===== config.mk =====
export PLATFORM = sky130hd
export DESIGN_NAME = addsub_pipe
export DESIGN_NICKNAME = d
export VERILOG_FILES = /design/src/rtl/addsub_pipe.sv
export SDC_FILE = /design/constraint.sdc
export NUM_CORES = 1
export LEC_CHECK = 0
export BUFFER_PORTS_ARGS = -buffer_cell sky130_fd_sc_hd__buf_2
export CAP_MARGIN = 25
export CORE_AREA = 5 5 73 81
export DETAILED_ROUTE_END_ITERATION = 8
export DIE_AREA = 0 0 78 86
export GPL_TIMING_DRIVEN = 0
export PLACE_DENSITY = 0.71
export SLEW_MARGIN = 20
export SYNTH_ARGS = -nofsm -noshare
export SYNTH_HDL_FRONTEND = slang
export SYNTH_SLANG_ARGS = --single-unit

===== constraint.sdc =====
create_clock -name clk -period 3 [get_ports clk]
set_input_delay 0.15 -clock clk [delete_from_list [all_inputs] [get_ports clk]]
set_output_delay 0.15 -clock clk [all_outputs]
set_load 0.05 [all_outputs]

===== src/rtl/addsub_pipe.sv =====
// Two-stage pipelined two's-complement add/subtract unit with accumulator and flags.
// Define ADDSUB_SAT_EN to clamp o to the signed limits on overflow.
module addsub_pipe #(
   parameter int WIDTH = 8
) (
   input  logic             clk,
   input  logic             rst,
   input  logic             in_valid,
   output logic             in_ready,
   input  logic [WIDTH-1:0] a,
   input  logic [WIDTH-1:0] b,
   input  logic [1:0]       ctrl,
   input  logic             acc_clr,
   output logic [WIDTH-1:0] o,
   output logic             carry,
   output logic             ovf,
   output logic             zero,
   output logic             out_valid,
   input  logic             out_ready,
   output logic [WIDTH-1:0] acc
);

   // ctrl[1] selects the accumulator as the first operand, ctrl[0] selects subtraction.
   localparam int MSB = WIDTH - 1;

   logic             s1_valid;
   logic [WIDTH-1:0] s1_a;
   logic [WIDTH-1:0] s1_b;
   logic [1:0]       s1_ctrl;

   logic             advance;
   logic             acc_op;
   logic             sub_op;
   logic [WIDTH-1:0] op_x;
   logic [WIDTH-1:0] op_y;
   logic [WIDTH:0]   ext;
   logic [WIDTH-1:0] raw;
   logic [WIDTH-1:0] res;
   logic             raw_ovf;

   // Handshake: a beat transfers on a rising edge where valid && ready on that side.
   // The whole pipe moves or holds together; ready never depends on in_valid.
   assign advance  = !out_valid || out_ready;
   assign in_ready = advance;

   always_comb begin
      acc_op  = s1_ctrl[1];
      sub_op  = s1_ctrl[0];
      op_x    = acc_op ? acc  : s1_a;
      op_y    = acc_op ? s1_a : s1_b;
      ext     = '0;
      raw_ovf = 1'b0;
      if (sub_op) begin
         ext     = {1'b0, op_x} - {1'b0, op_y};
         raw     = ext[WIDTH-1:0];
         raw_ovf = (op_x[MSB] != op_y[MSB]) && (raw[MSB] != op_x[MSB]);
      end else begin
         ext     = {1'b0, op_x} + {1'b0, op_y};
         raw     = ext[WIDTH-1:0];
         raw_ovf = (op_x[MSB] == op_y[MSB]) && (raw[MSB] != op_x[MSB]);
      end
      res = raw;
`ifdef ADDSUB_SAT_EN
      // On overflow the true result has the sign of the first operand.
      if (raw_ovf) begin
         res = op_x[MSB] ? {1'b1, {(WIDTH-1){1'b0}}} : {1'b0, {(WIDTH-1){1'b1}}};
      end
`endif
   end

   always_ff @(posedge clk) begin
      if (rst) begin
         s1_valid <= 1'b0;
         s1_a     <= '0;
         s1_b     <= '0;
         s1_ctrl  <= '0;
      end else if (advance) begin
         s1_valid <= in_valid;
         if (in_valid) begin
            s1_a    <= a;
            s1_b    <= b;
            s1_ctrl <= ctrl;
         end
      end
   end

   always_ff @(posedge clk) begin
      if (rst) begin
         o         <= '0;
         carry     <= 1'b0;
         ovf       <= 1'b0;
         zero      <= 1'b0;
         out_valid <= 1'b0;
      end else if (advance) begin
         out_valid <= s1_valid;
         if (s1_valid) begin
            o     <= res;
            carry <= ext[WIDTH];
            ovf   <= raw_ovf;
            zero  <= (raw == '0);
         end
      end
   end

   // Clear has priority over an accumulate write landing on the same edge.
   always_ff @(posedge clk) begin
      if (rst) begin
         acc <= '0;
      end else if (acc_clr) begin
         acc <= '0;
      end else if (advance && s1_valid && acc_op) begin
         acc <= raw;
      end
   end

endmodule


==> metrics.log, run 1 <==
INFO  metric areaGrowthSynthToFinish = 18.5%
INFO  metric p_leak = 1.27 nW
INFO  metric worstSetupEndpointType = register
INFO  metric grt_setup_unrepaired = false
INFO  metric vdd.ir_drop.worst = 271 uV
INFO  metric core_area = 4970 sq um
INFO  metric setup_viol = 0
INFO  metric layout.nets = 392
INFO  metric placement.setup.worst_slack = -0.346 ns
INFO  metric worst_path_dominant_cell_family = compound AO/OA/AOI/OAI gates
INFO  metric post_cts_hold_buffer_count = 0
INFO  metric timing_hold_violations_final = 0
INFO  metric clock-sinks = 39
INFO  metric grt_start_max_net_pins = 12
INFO  metric grt-ovfl-total = 0
INFO  metric antenna_violations_before_repair = 0
INFO  metric critical-path-slowest-cell = sky130_fd_sc_hd__fa_2
INFO  metric final_util = 57.7%
INFO  metric maxCapViolCount = 0
INFO  metric mostFrequentLayoutCell = sky130_fd_sc_hd__nand2_1
INFO  metric finalHoldWorstSlack = 0.0879 ns
INFO  metric fin_crit_sh = between 90% and 100%
INFO  metric synth.avg_cell_area = 8.14 sq um
INFO  metric die_w = 78 microns
INFO  metric drcViolationCount = 0
INFO  metric grt_first_pass_wirelength = 10300 microns
INFO  metric timing.max_slew.rel_slack = 66.3%
INFO  metric row_count = 27
INFO  metric worst_slew_pin_slew = 0.499 ns
INFO  metric detail_route.vias_per_cell = 5.45
INFO  metric floorplan.die.height = 86 microns
INFO  metric dp_hpwl = 4760 microns
INFO  metric synthArstFlopShare = 0%
INFO  metric syn-num-nets = 339
INFO  metric total_power = 0.00126 W
INFO  metric detail_route.first_pass.iterations = 4
INFO  metric final_area = 2870 sq um
INFO  metric drt-total-wl = 6290 microns
INFO  metric result_of_the_run = finished, final reports clean
INFO  metric tritoncts = done
INFO  metric ys_ff_latch = 39
INFO  metric buffer_ports.inserted = 43
INFO  metric die_area = 6710 sq um
INFO  metric vias = 2217
INFO  metric worst_ep_required_time = 3.24 ns
INFO  metric cp.arrival = approximately 3.1 ns
INFO  metric antenna-diode-count = 0
INFO  metric routed_wire_length_per_instance = about 15 microns
INFO  metric synth_top_flop_cell = sky130_fd_sc_hd__dfxtp_1
INFO  metric slew_viol_final = 0
INFO  metric cts_htree_levels = 2
INFO  metric dr.first_iter.drc_count = 171
INFO  metric num_io_pins = 44
INFO  metric initial_standard_cell_utilization_of_the_core = between 40% and 50%
INFO  metric timing.clock.skew = 0.00698 ns
INFO  metric grtUsageTotal = 19.0%
INFO  metric power_density = 438 nW/um^2
INFO  metric yosysTopAreaCellShare = between 30% and 40%
INFO  metric number_of_warnings_issued_by_yosys = 0
INFO  metric clk_path_buf_depth = 2
INFO  metric crit_path_max_fanout = 10
INFO  metric synth.top_cells.by_area = sky130_fd_sc_hd__dfxtp_1, sky130_fd_sc_hd__ha_1, sky130_fd_sc_hd__a21oi_1
INFO  metric slowest_delay = 0.37 ns
INFO  metric synth.yosys.seq_area_share = around a third
INFO  metric clkLatencyLatePin = 0.29 ns
INFO  metric clkTransAtPathRegs = 0.08 ns
INFO  metric commonest_cells_after_routing_fill_and_taps_aside = sky130_fd_sc_hd__nand2_1, sky130_fd_sc_hd__buf_2, sky130_fd_sc_hd__dfxtp_1, sky130_fd_sc_hd__a21oi_1, sky130_fd_sc_hd__nor2_1
INFO  metric synth_top_area_cell = sky130_fd_sc_hd__dfxtp_1
INFO  metric timing_worst_setup_path_type = reg2reg
INFO  metric critical_path.startpoint_type = register
INFO  metric syn-instance-count = around 300
INFO  metric crit_buf_inv = 3
INFO  metric placedInstanceArea = 2710 sq um
INFO  metric post_route_ant_nets = 0
INFO  metric sequence_of_cells_on_the_critical_path = buf_6 -> buf_12 -> mux2i_4 -> inv_1 -> ha_1 -> fa_2 -> nor3b_1 -> o311a_1 -> nor4_4 -> nand2_2 -> a211oi_2 -> a31o_1
INFO  metric synthesis.area = 2420 sq um
INFO  metric cts-root-buf = sky130_fd_sc_hd__clkbuf_8
INFO  metric first_global_vias = ~2100
INFO  metric synth-edff-count = 0
INFO  metric worst_hold_path_type = in2reg
INFO  metric post_route_cells_drive_above_1_share = 24.1%
INFO  metric fmax = 355 MHz
INFO  metric period_minus_slack = 2.82 ns
INFO  metric yosys.cell_types.count = 54
INFO  metric gp_congestion = 0.850
INFO  metric cts_buffers = 5
INFO  metric setup_ws = 0.185 ns
INFO  metric nFillCells = 450
## synth_stat cells (all sizes together), types with 2 or more instances
master  count
a211oi     13
a21o        2
a21oi      36
a311o       2
a31oi       3
and2        4
and4        2
buf         8
clkbuf     10
dfxtp      39
fa          2
ha         17
inv        18
mux2        7
mux2i       9
nand2      48
nand2b      4
nand3       8
nor2       21
nor2b       4
nor3        4
nor4        2
o211ai      2
o21ai       6
o311ai      3
or2         3
xnor2       4
## timing repair
item / CTS / global route
endpoints found under the hold margin: 0 / 0
setup endpoints to repair: 12 / 3
setup buffers: 3 / 0
gates resized for setup: 9 / 6
gates cloned: 0 / 0
pin swaps: 3 / 3
## state kept, by name, summed over array words and instances (netlist names), 2 cells and up
signal   flops
s1_ctrl      2
o            8
s1_a         8
s1_b         8
acc          8
## power breakdown
part	switching [W]	internal [W]
Sequential	0.0000160	0.000544
Clock	0.000179	0.000154
Combinational	0.000227	0.000135
## final cells by class
class	count	area (sq um)	share of cell area, %
Buffer	18	103	3.58
Clock buffer	5	68.8	2.40
Clock inverter	1	7.51	0.262
Inverter	18	67.6	2.36
Multi-Input combinational cell	222	1530	53.3
Sequential cell	39	782	27.3
Tap cell	58	72.6	2.53
Timing Repair Buffer	46	238	8.30
## worst reg2reg max path, stage by stage, from the launching register on
cell and delay, ns:
sky130_fd_sc_hd__dfxtp_2 0.36, sky130_fd_sc_hd__buf_6 0.14, sky130_fd_sc_hd__buf_12 0.14, sky130_fd_sc_hd__mux2i_4 0.26, sky130_fd_sc_hd__inv_1 0.07, sky130_fd_sc_hd__ha_1 0.23
sky130_fd_sc_hd__fa_2 0.37, sky130_fd_sc_hd__nor3b_1 0.17, sky130_fd_sc_hd__o311a_1 0.36, sky130_fd_sc_hd__nor4_4 0.25, sky130_fd_sc_hd__nand2_2 0.09, sky130_fd_sc_hd__a211oi_2 0.17
sky130_fd_sc_hd__a31o_1 0.16
## worst paths after layout
check / depth (start not counted) / slack, ns / to / start
worst min register to register: 2 / 0.46 / o[7] / o[7]
worst max register to register: 12 / 0.18 / zero / s1_ctrl[1]
worst min-delay path: 3 / 0.09 / s1_ctrl[1] / ctrl[1]
worst max-delay path: 12 / 0.18 / zero / s1_ctrl[1]
## kinds of logic (layout without fill, tap and decap cells)
group / Yosys count / in the layout / share of synthesized area [%]
flops: 39 / 39 / 32.3
buf+inv: 36 / 88 / 6.16
mux: 16 / 16 / 6.99
xor+xnor: 4 / 4 / 1.45
fa+ha+maj: 19 / 19 / 10.5
simple gates: 106 / 106 / 21.1
compound gates: 77 / 77 / 21.6
## stage by stage
stage	TNS [ns]	instances
3_3_place_gp	-0.756	398
6_report	0	407
4_1_cts	0	407
5_1_grt	0	407
3_5_place_dp	-1.02	398
2_1_floorplan	0	297
## metal layers
layer,vias to the layer above,routed length [microns],track usage (%)
met1,1020,2790,24.4
met2,61,3170,33.0
met3,2,279,2.52
li1,1134,-,-
met5,-,0,0
met4,0,48,6.14
Note: power is estimated with default switching activity, not from simulation.
==> run 2, diff against run 1 <==
==> config.mk (replaced) <==
export PLATFORM = sky130hd
export DESIGN_NAME = addsub_pipe
export DESIGN_NICKNAME = d
export VERILOG_FILES = /design/src/rtl/addsub_pipe.sv
export SDC_FILE = /design/constraint.sdc
export NUM_CORES = 1
export LEC_CHECK = 0
export BUFFER_PORTS_ARGS = -buffer_cell sky130_fd_sc_hd__buf_4
export CAP_MARGIN = 25
export CORE_AREA = 5 5 76 85
export DETAILED_ROUTE_END_ITERATION = 8
export DIE_AREA = 0 0 81 90
export GPL_TIMING_DRIVEN = 0
export PLACE_DENSITY = 0.65
export SLEW_MARGIN = 20
export SYNTH_ARGS = -nofsm -noshare
export SYNTH_HDL_FRONTEND = slang
export SYNTH_SLANG_ARGS = --single-unit
==> metrics.log, run 2 (synthesized netlist as in run 1, its figures left out) <==
INFO  metric result_of_the_run = finished, final reports clean (unchanged)
INFO  metric core_area = 5590 sq um (was 4970 sq um)
INFO  metric die_area = 7290 sq um (was 6710 sq um)
INFO  metric cts-root-buf = sky130_fd_sc_hd__clkbuf_8 (unchanged)
INFO  metric antenna_violations_before_repair = 0 (unchanged)
INFO  metric clkTransAtPathRegs = 0.08 ns (about the same)
INFO  metric sink_of_the_worst_hold_path = s1_b[6] (was s1_ctrl[1])
INFO  metric fmax = 347 MHz (was 355 MHz)
INFO  metric critical-path-slowest-cell = sky130_fd_sc_hd__mux2_2 (was sky130_fd_sc_hd__fa_2)
INFO  metric r2r_cells = 11 (was 12)
INFO  metric finish.cell_count_without_fillers = 433 (was 407)
INFO  metric die_w = 81 microns (was 78 microns)
INFO  metric worstSetupEndpointType = register (unchanged)
INFO  metric first_global_vias = 2085 (was 2098)
INFO  metric fin_crit_sh = 96.1% (was 93.8%)
INFO  metric areaGrowthSynthToFinish = 26.6% (was 18.5%)
INFO  metric grt_first_pass_wirelength = 10400 microns (was 10300 microns)
INFO  metric detail_route.vias_per_cell = 5.14 (was 5.45)
INFO  metric commonest_cells_after_routing_fill_and_taps_aside = sky130_fd_sc_hd__buf_4, sky130_fd_sc_hd__nand2_1, sky130_fd_sc_hd__dfxtp_1, sky130_fd_sc_hd__a21oi_1, sky130_fd_sc_hd__nor2_1 (was sky130_fd_sc_hd__nand2_1, sky130_fd_sc_hd__buf_2, sky130_fd_sc_hd__dfxtp_1, sky130_fd_sc_hd__a21oi_1, sky130_fd_sc_hd__nor2_1)
INFO  metric worst_hold_path_type = in2reg (unchanged)
INFO  metric tritoncts = done (unchanged)
INFO  metric cts_htree_levels = 2 (unchanged)
INFO  metric dp_hpwl = 4930 microns (was 4760 microns)
INFO  metric grtUsageTotal = 18.1% (was 19.0%)
INFO  metric clock-sinks = 39 (unchanged)
INFO  metric setup_viol = 0 (unchanged)
INFO  metric timing.max_slew.rel_slack = 68.3% (was 66.3%)
INFO  metric crit_buf_inv = 2 (was 3)
INFO  metric nFillCells = 569 (was 450)
INFO  metric crit_start = s1_ctrl[1] (unchanged)
INFO  metric rrSetupSlack = 0.12 ns (was 0.18 ns)
INFO  metric maxCapViolCount = 0 (unchanged)
INFO  metric layout.nets = 397 (was 392)
INFO  metric detail_route.first_pass.iterations = 4 (unchanged)
INFO  metric timing_worst_setup_path_type = reg2reg (unchanged)
INFO  metric totalNegativeSetupSlack = 0 ns (unchanged)
INFO  metric critical_path.startpoint_type = register (unchanged)
INFO  metric grt_setup_unrepaired = false (unchanged)
INFO  metric vdd.ir_drop.worst = 279 uV (was 271 uV)
INFO  metric post_route_ant_nets = 0 (unchanged)
INFO  metric cts_buffers = 5 (unchanged)
INFO  metric dr.first_iter.drc_count = 100 (was 171)
INFO  metric grt-ovfl-total = 0 (unchanged)
INFO  metric reg_to_reg_critical_path_endpoint = zero (unchanged)
INFO  metric initial_standard_cell_utilization_of_the_core = 43.3% (was 48.7%)
INFO  metric row_count = 29 (was 27)
INFO  metric slowest_delay = 0.37 ns (about the same)
INFO  metric cp.arrival = 3.13 ns (was 3.05 ns)
INFO  metric worst_slew_pin_slew = 0.473 ns (was 0.499 ns)
INFO  metric power_density = 426 nW/um^2 (was 438 nW/um^2)
INFO  metric p_leak = 1.32 nW (was 1.27 nW)
INFO  metric clkLatencyLatePin = 0.30 ns (was 0.29 ns)
INFO  metric crit_path_max_fanout = 5 (was 10)
INFO  metric worst_path_dominant_cell_family = compound AO/OA/AOI/OAI gates (unchanged)
INFO  metric antenna-diode-count = 0 (unchanged)
INFO  metric holdCritStartpoint = b[6] (was ctrl[1])
INFO  metric placed_insts = 417 (was 398)
INFO  metric drt-total-wl = 6300 microns (was 6290 microns)
INFO  metric post_route_cells_drive_above_1_share = 25.8% (was 24.1%)
INFO  metric clk_path_buf_depth = 2 (unchanged)
INFO  metric timing.clock.skew = 0.0124 ns (was 0.00698 ns)
INFO  metric worst_ep_required_time = 3.25 ns (was 3.24 ns)
INFO  metric worst_r2r_startpoint = s1_ctrl[1] (unchanged)
INFO  metric timing_hold_violations_final = 0 (unchanged)
INFO  metric holdPathStages = 3 (unchanged)
INFO  metric buffer_ports.inserted = 43 (unchanged)
INFO  metric period_minus_slack = 2.88 ns (was 2.82 ns)
INFO  metric sequence_of_cells_on_the_critical_path = buf_6 -> buf_4 -> mux2_2 -> ha_2 -> fa_2 -> nor3b_1 -> o311a_1 -> nor4_4 -> nand2_2 -> a211oi_2 -> a31o_1 (was buf_6 -> buf_12 -> mux2i_4 -> inv_1 -> ha_1 -> fa_2 -> nor3b_1 -> o311a_1 -> nor4_4 -> nand2_2 -> a211oi_2 -> a31o_1)
INFO  metric drcViolationCount = 0 (unchanged)
INFO  metric grt_start_max_net_pins = 13 (was 12)
INFO  metric slew_viol_final = 0 (unchanged)
INFO  metric post_cts_hold_buffer_count = 0 (unchanged)
INFO  metric routed_wire_length_per_instance = 14.6 microns (was 15.4 microns)
INFO  metric num_io_pins = 44 (unchanged)
INFO  metric gp_congestion = 0.797 (was 0.850)
INFO  metric mostFrequentLayoutCell = sky130_fd_sc_hd__buf_4 (was sky130_fd_sc_hd__nand2_1)
INFO  metric floorplan.die.height = 90 microns (was 86 microns)
INFO  metric vias = 2225 (was 2217)
## run 2: changes by cell type in the layout (fill, tap and decap cells not counted), sizes merged
cell,previous run,this run
buf,54,59
clkbuf,15,16
clkinv,0,1
## run 2: stage by stage
stage	power, W	util (%)	setup WS, ns	instance area, sq um	hold slack [ns]
floorplan	0.000827	-	0.0390	2420	0.286
global placement	0.000927	50.8	-0.373	2840	0.397
detailed placement	0.000931	50.8	-0.412	2840	0.406
CTS	0.00130	53.0	0.00514	2960	0.0815
global route	0.00138	54.7	0.00693	3060	0.0988
finish	0.00130	54.7	0.117	3060	0.0919
## run 2: layout make-up
| class | instances | area [sq um] | area share (%) |
|---|---|---|---|
| multi-input cells | 222 | 1540 | 50.4 |
| flip-flops and latches | 39 | 782 | 25.6 |
| repair buffers | 51 | 383 | 12.5 |
| plain buffers | 18 | 103 | 3.35 |
| well taps | 77 | 96.3 | 3.15 |
| clock buffers | 6 | 72.6 | 2.37 |
| inverters | 18 | 67.6 | 2.21 |
| clock inverters | 2 | 12.5 | 0.409 |
## run 2: tightest hold or removal path: stages
cell                      delay (ns)
sky130_fd_sc_hd__buf_4          0.11
sky130_fd_sc_hd__nand2_1        0.04
sky130_fd_sc_hd__a21oi_1        0.05
## run 2: worst max path at each step
stage | end | cells past startpoint
2_1_floorplan | zero | 12
3_3_place_gp | zero | 12
3_5_place_dp | zero | 12
4_1_cts | zero | 12
5_1_grt | zero | 11
6_report | zero | 11
## run 2: timing repair
| action | in CTS | in global routing |
|---|---|---|
| pin swaps | 2 | 3 |
| endpoints found under the hold margin | 0 | 0 |
| cloned | 0 | 0 |
| endpoints found under the setup margin | 11 | 8 |
| buffers inserted | 1 | 7 |
| gates resized for setup | 8 | 10 |
## run 2: per-layer routing
metal | GRT usage [%] | wire, microns
met4 | 5.92 | 89
met2 | 30.1 | 3150
met5 | 0 | 0
met1 | 23.5 | 2860
met3 | 2.80 | 203
## run 2: power breakdown
group | total, W | switching (W) | internal, W
Clock | 0.000354 | 0.000192 | 0.000163
Combinational | 0.000388 | 0.000229 | 0.000159
Sequential | 0.000560 | 0.0000165 | 0.000544
Total | 0.00130 | 0.000437 | 0.000865
==> run 3, diff against run 2 <==
--- a/config.mk
+++ b/config.mk
@@ -11,7 +11,7 @@
 export DETAILED_ROUTE_END_ITERATION = 8
 export DIE_AREA = 0 0 81 90
 export GPL_TIMING_DRIVEN = 0
-export PLACE_DENSITY = 0.65
+export PLACE_DENSITY = 0.74
 export SLEW_MARGIN = 20
 export SYNTH_ARGS = -nofsm -noshare
 export SYNTH_HDL_FRONTEND = slang
==> metrics.log, run 3 (synthesized netlist as in run 1, its figures left out) <==
INFO  metric grt-ovfl-total = 0 (unchanged)
INFO  metric worst_path_most_repeated_cell = sky130_fd_sc_hd__a21oi_1
INFO  metric post_route_met1_wirelength = 2760 microns (was 2860 microns)
INFO  metric clock-sinks = 39 (unchanged)
INFO  metric timing_hold_violations_final = 0 (unchanged)
INFO  metric die_w = 81 microns (unchanged)
INFO  metric p_leak = 1.34 nW (was 1.32 nW)
INFO  metric finalHoldWorstSlack = 0.0921 ns (was 0.0919 ns)
INFO  metric cts_htree_levels = 2 (unchanged)
INFO  metric fmax = 337 MHz (was 347 MHz)
INFO  metric critical_path.startpoint_type = register (unchanged)
INFO  metric p_clk_share = 35.5% (was 27.2%)
INFO  metric topRoutingLayerUsed = met4 (unchanged)
INFO  metric timing.clock.skew = 0.00983 ns (was 0.0124 ns)
INFO  metric commonest_cells_after_routing_fill_and_taps_aside = sky130_fd_sc_hd__buf_4, sky130_fd_sc_hd__nand2_1, sky130_fd_sc_hd__dfxtp_1, sky130_fd_sc_hd__a21oi_1, sky130_fd_sc_hd__nor2_1 (unchanged)
INFO  metric power_density = 477 nW/um^2 (was 426 nW/um^2)
INFO  metric cts_buffers = 5 (unchanged)
INFO  metric areaGrowthSynthToFinish = 27.4% (was 26.6%)
INFO  metric timing.max_slew.rel_slack = 65.9% (was 68.3%)
INFO  metric slew_viol_final = 0 (unchanged)
INFO  metric final_util = 55.1% (was 54.7%)
INFO  metric met3RoutedLength = 180 microns (was 203 microns)
INFO  metric drcViolationCount = 0 (unchanged)
INFO  metric cts-root-buf = sky130_fd_sc_hd__clkbuf_8 (unchanged)
INFO  metric grtUsageTotal = 17.5% (was 18.1%)
INFO  metric setup_viol = 0 (unchanged)
INFO  metric critical-path-slowest-cell = sky130_fd_sc_hd__fa_1 (was sky130_fd_sc_hd__mux2_2)
INFO  metric combinationalPowerShare = 26.4% (was 29.8%)
INFO  metric area_occupied_by_multi_input_gates = 1530 sq um (was 1540 sq um)
INFO  metric final_area = 3080 sq um (was 3060 sq um)
INFO  metric grt_start_max_net_pins = 13 (unchanged)
INFO  metric row_count = 29 (unchanged)
INFO  metric antenna_violations_before_repair = 0 (unchanged)
INFO  metric routed_wire_length_per_instance = 14.8 microns (was 14.6 microns)
INFO  metric nFillCells = 556 (was 569)
INFO  metric crit_path_max_fanout = 6 (was 5)
INFO  metric layout.nets = 394 (was 397)
INFO  metric worst_slew_pin_slew = 0.504 ns (was 0.473 ns)
INFO  metric seqCellArea = 781 sq um (was 782 sq um)
INFO  metric vdd.ir_drop.worst = 314 uV (was 279 uV)
INFO  metric fin_crit_sh = 98.9% (was 96.1%)
INFO  metric gp_congestion = 0.851 (was 0.797)
INFO  metric timing_worst_setup_path_type = reg2reg (unchanged)
INFO  metric detail_route.first_pass.iterations = 4 (unchanged)
INFO  metric maxCapViolCount = 0 (unchanged)
INFO  metric clkTransAtPathRegs = 0.08 ns (about the same)
INFO  metric grt_setup_unrepaired = true (was false)
INFO  metric buffer_ports.inserted = 43 (unchanged)
INFO  metric worst_hold_path_type = in2reg (unchanged)
INFO  metric initial_standard_cell_utilization_of_the_core = 43.3% (unchanged)
INFO  metric slowest_delay = 0.42 ns (was 0.37 ns)
INFO  metric detail_route.vias_per_cell = 5.17 (was 5.14)
INFO  metric dr.first_iter.drc_count = 143 (was 100)
INFO  metric sequence_of_cells_on_the_critical_path = buf_6 -> buf_12 -> mux2_2 -> ha_1 -> fa_1 -> nor2b_1 -> o21ai_2 -> a21oi_1 -> o311ai_2 -> buf_4 -> nand3_1 -> a21oi_1 (was buf_6 -> buf_4 -> mux2_2 -> ha_2 -> fa_2 -> nor3b_1 -> o311a_1 -> nor4_4 -> nand2_2 -> a211oi_2 -> a31o_1)
INFO  metric antenna-diode-count = 0 (unchanged)
INFO  metric worst_ep_required_time = 3.22 ns (was 3.25 ns)
INFO  metric post_route_ant_nets = 0 (unchanged)
INFO  metric num_io_pins = 44 (unchanged)
INFO  metric power_report.internal_total = 0.00103 W (was 0.000865 W)
INFO  metric power.sequential.fraction = 38.1% (was 43.0%)
INFO  metric result_of_the_run = finished, final reports clean (unchanged)
INFO  metric post_cts_hold_buffer_count = 0 (unchanged)
INFO  metric post_route_cells_drive_above_1_share = 24.1% (was 25.8%)
INFO  metric period_minus_slack = 2.97 ns (was 2.88 ns)
INFO  metric dp_hpwl = 4760 microns (was 4930 microns)
INFO  metric sw_frac_of_total = 29.7% (was 33.6%)
INFO  metric clkLatencyLatePin = 0.30 ns (about the same)
INFO  metric tritoncts = done (unchanged)
INFO  metric core_area = 5590 sq um (unchanged)
INFO  metric die_area = 7290 sq um (unchanged)
INFO  metric placedInstanceArea = 2840 sq um (unchanged)
INFO  metric drt-total-wl = 6360 microns (was 6300 microns)
INFO  metric first_global_vias = 2121 (was 2085)
INFO  metric vias = 2224 (was 2225)
INFO  metric cp.arrival = 3.19 ns (was 3.13 ns)
INFO  metric totalNegativeSetupSlack = 0 ns (unchanged)
INFO  metric floorplan.die.height = 90 microns (unchanged)
INFO  metric worstSetupEndpointType = register (unchanged)
INFO  metric clk_path_buf_depth = 2 (unchanged)
INFO  metric reported_net_switching_power = 0.000436 W (was 0.000437 W)
INFO  metric grt_first_pass_wirelength = 10200 microns (was 10400 microns)
INFO  metric mostFrequentLayoutCell = sky130_fd_sc_hd__buf_4 (unchanged)
INFO  metric met2WireLength = 3360 microns (was 3150 microns)
==> run 3: stage by stage <==
stage / instances / setup WS [ns] / total power [W]
2_1_floorplan: 297 / 0.0390 / 0.000827
3_3_place_gp: 417 / -0.341 / 0.000923
3_5_place_dp: 417 / -0.371 / 0.000929
4_1_cts: 427 / 0.0159 / 0.00145
5_1_grt: 430 / -0.0651 / 0.00152
6_report: 430 / 0.0322 / 0.00147
==> run 3: path summary, 6_finish.rpt <==
| path | slack, ns | endpoint | start | depth (start not counted) |
|---|---|---|---|---|
| setup / recovery | 0.03 | acc[6] | s1_ctrl[1] | 12 |
| hold / removal | 0.09 | s1_a[0] | a[0] | 3 |
| setup reg to reg | 0.03 | acc[6] | s1_ctrl[1] | 12 |
| hold reg to reg | 0.46 | s1_b[0] | s1_b[0] | 2 |
==> run 3: power by group through the flow <==
stage | clock network, W | logic (W) | registers, W
2_1_floorplan | 0 | 0.000223 | 0.000605
5_1_grt | 0.000534 | 0.000422 | 0.000562
3_5_place_dp | 0 | 0.000358 | 0.000571
6_report | 0.000522 | 0.000387 | 0.000560
3_3_place_gp | 0 | 0.000353 | 0.000570
4_1_cts | 0.000523 | 0.000372 | 0.000559
==> run 3: area by class of cell <==
cell class / instances / area share, %
Tap cell: 77 / 3.13
Clock inverter: 2 / 1.95
Multi-Input combinational cell: 222 / 49.6
Inverter: 18 / 2.19
Buffer: 18 / 3.33
Clock buffer: 6 / 2.36
Timing Repair Buffer: 48 / 12.1
Sequential cell: 39 / 25.4
==> run 3: timing repair <==
item	in CTS	in global routing
buffers inserted	2	3
gates resized for setup	6	7
pin swaps	1	1
endpoints found under the setup margin	12	7
==> run 3: metal layers <==
layer / vias up / track usage [%]
met1: 1029 / 21.2
met2: 43 / 31.3
met5: - / 0
li1: 1145 / -
met4: 0 / 5.92
met3: 7 / 1.90
==> run 3: critical path, delay by kind of cell, from the launching register on <==
kind            cells  cell delay [ns]
simple gates        2             0.23
buf+inv             3             0.45
compound gates      4             0.81
flops               1             0.38
mux                 1             0.36
fa+ha+maj           2             0.65
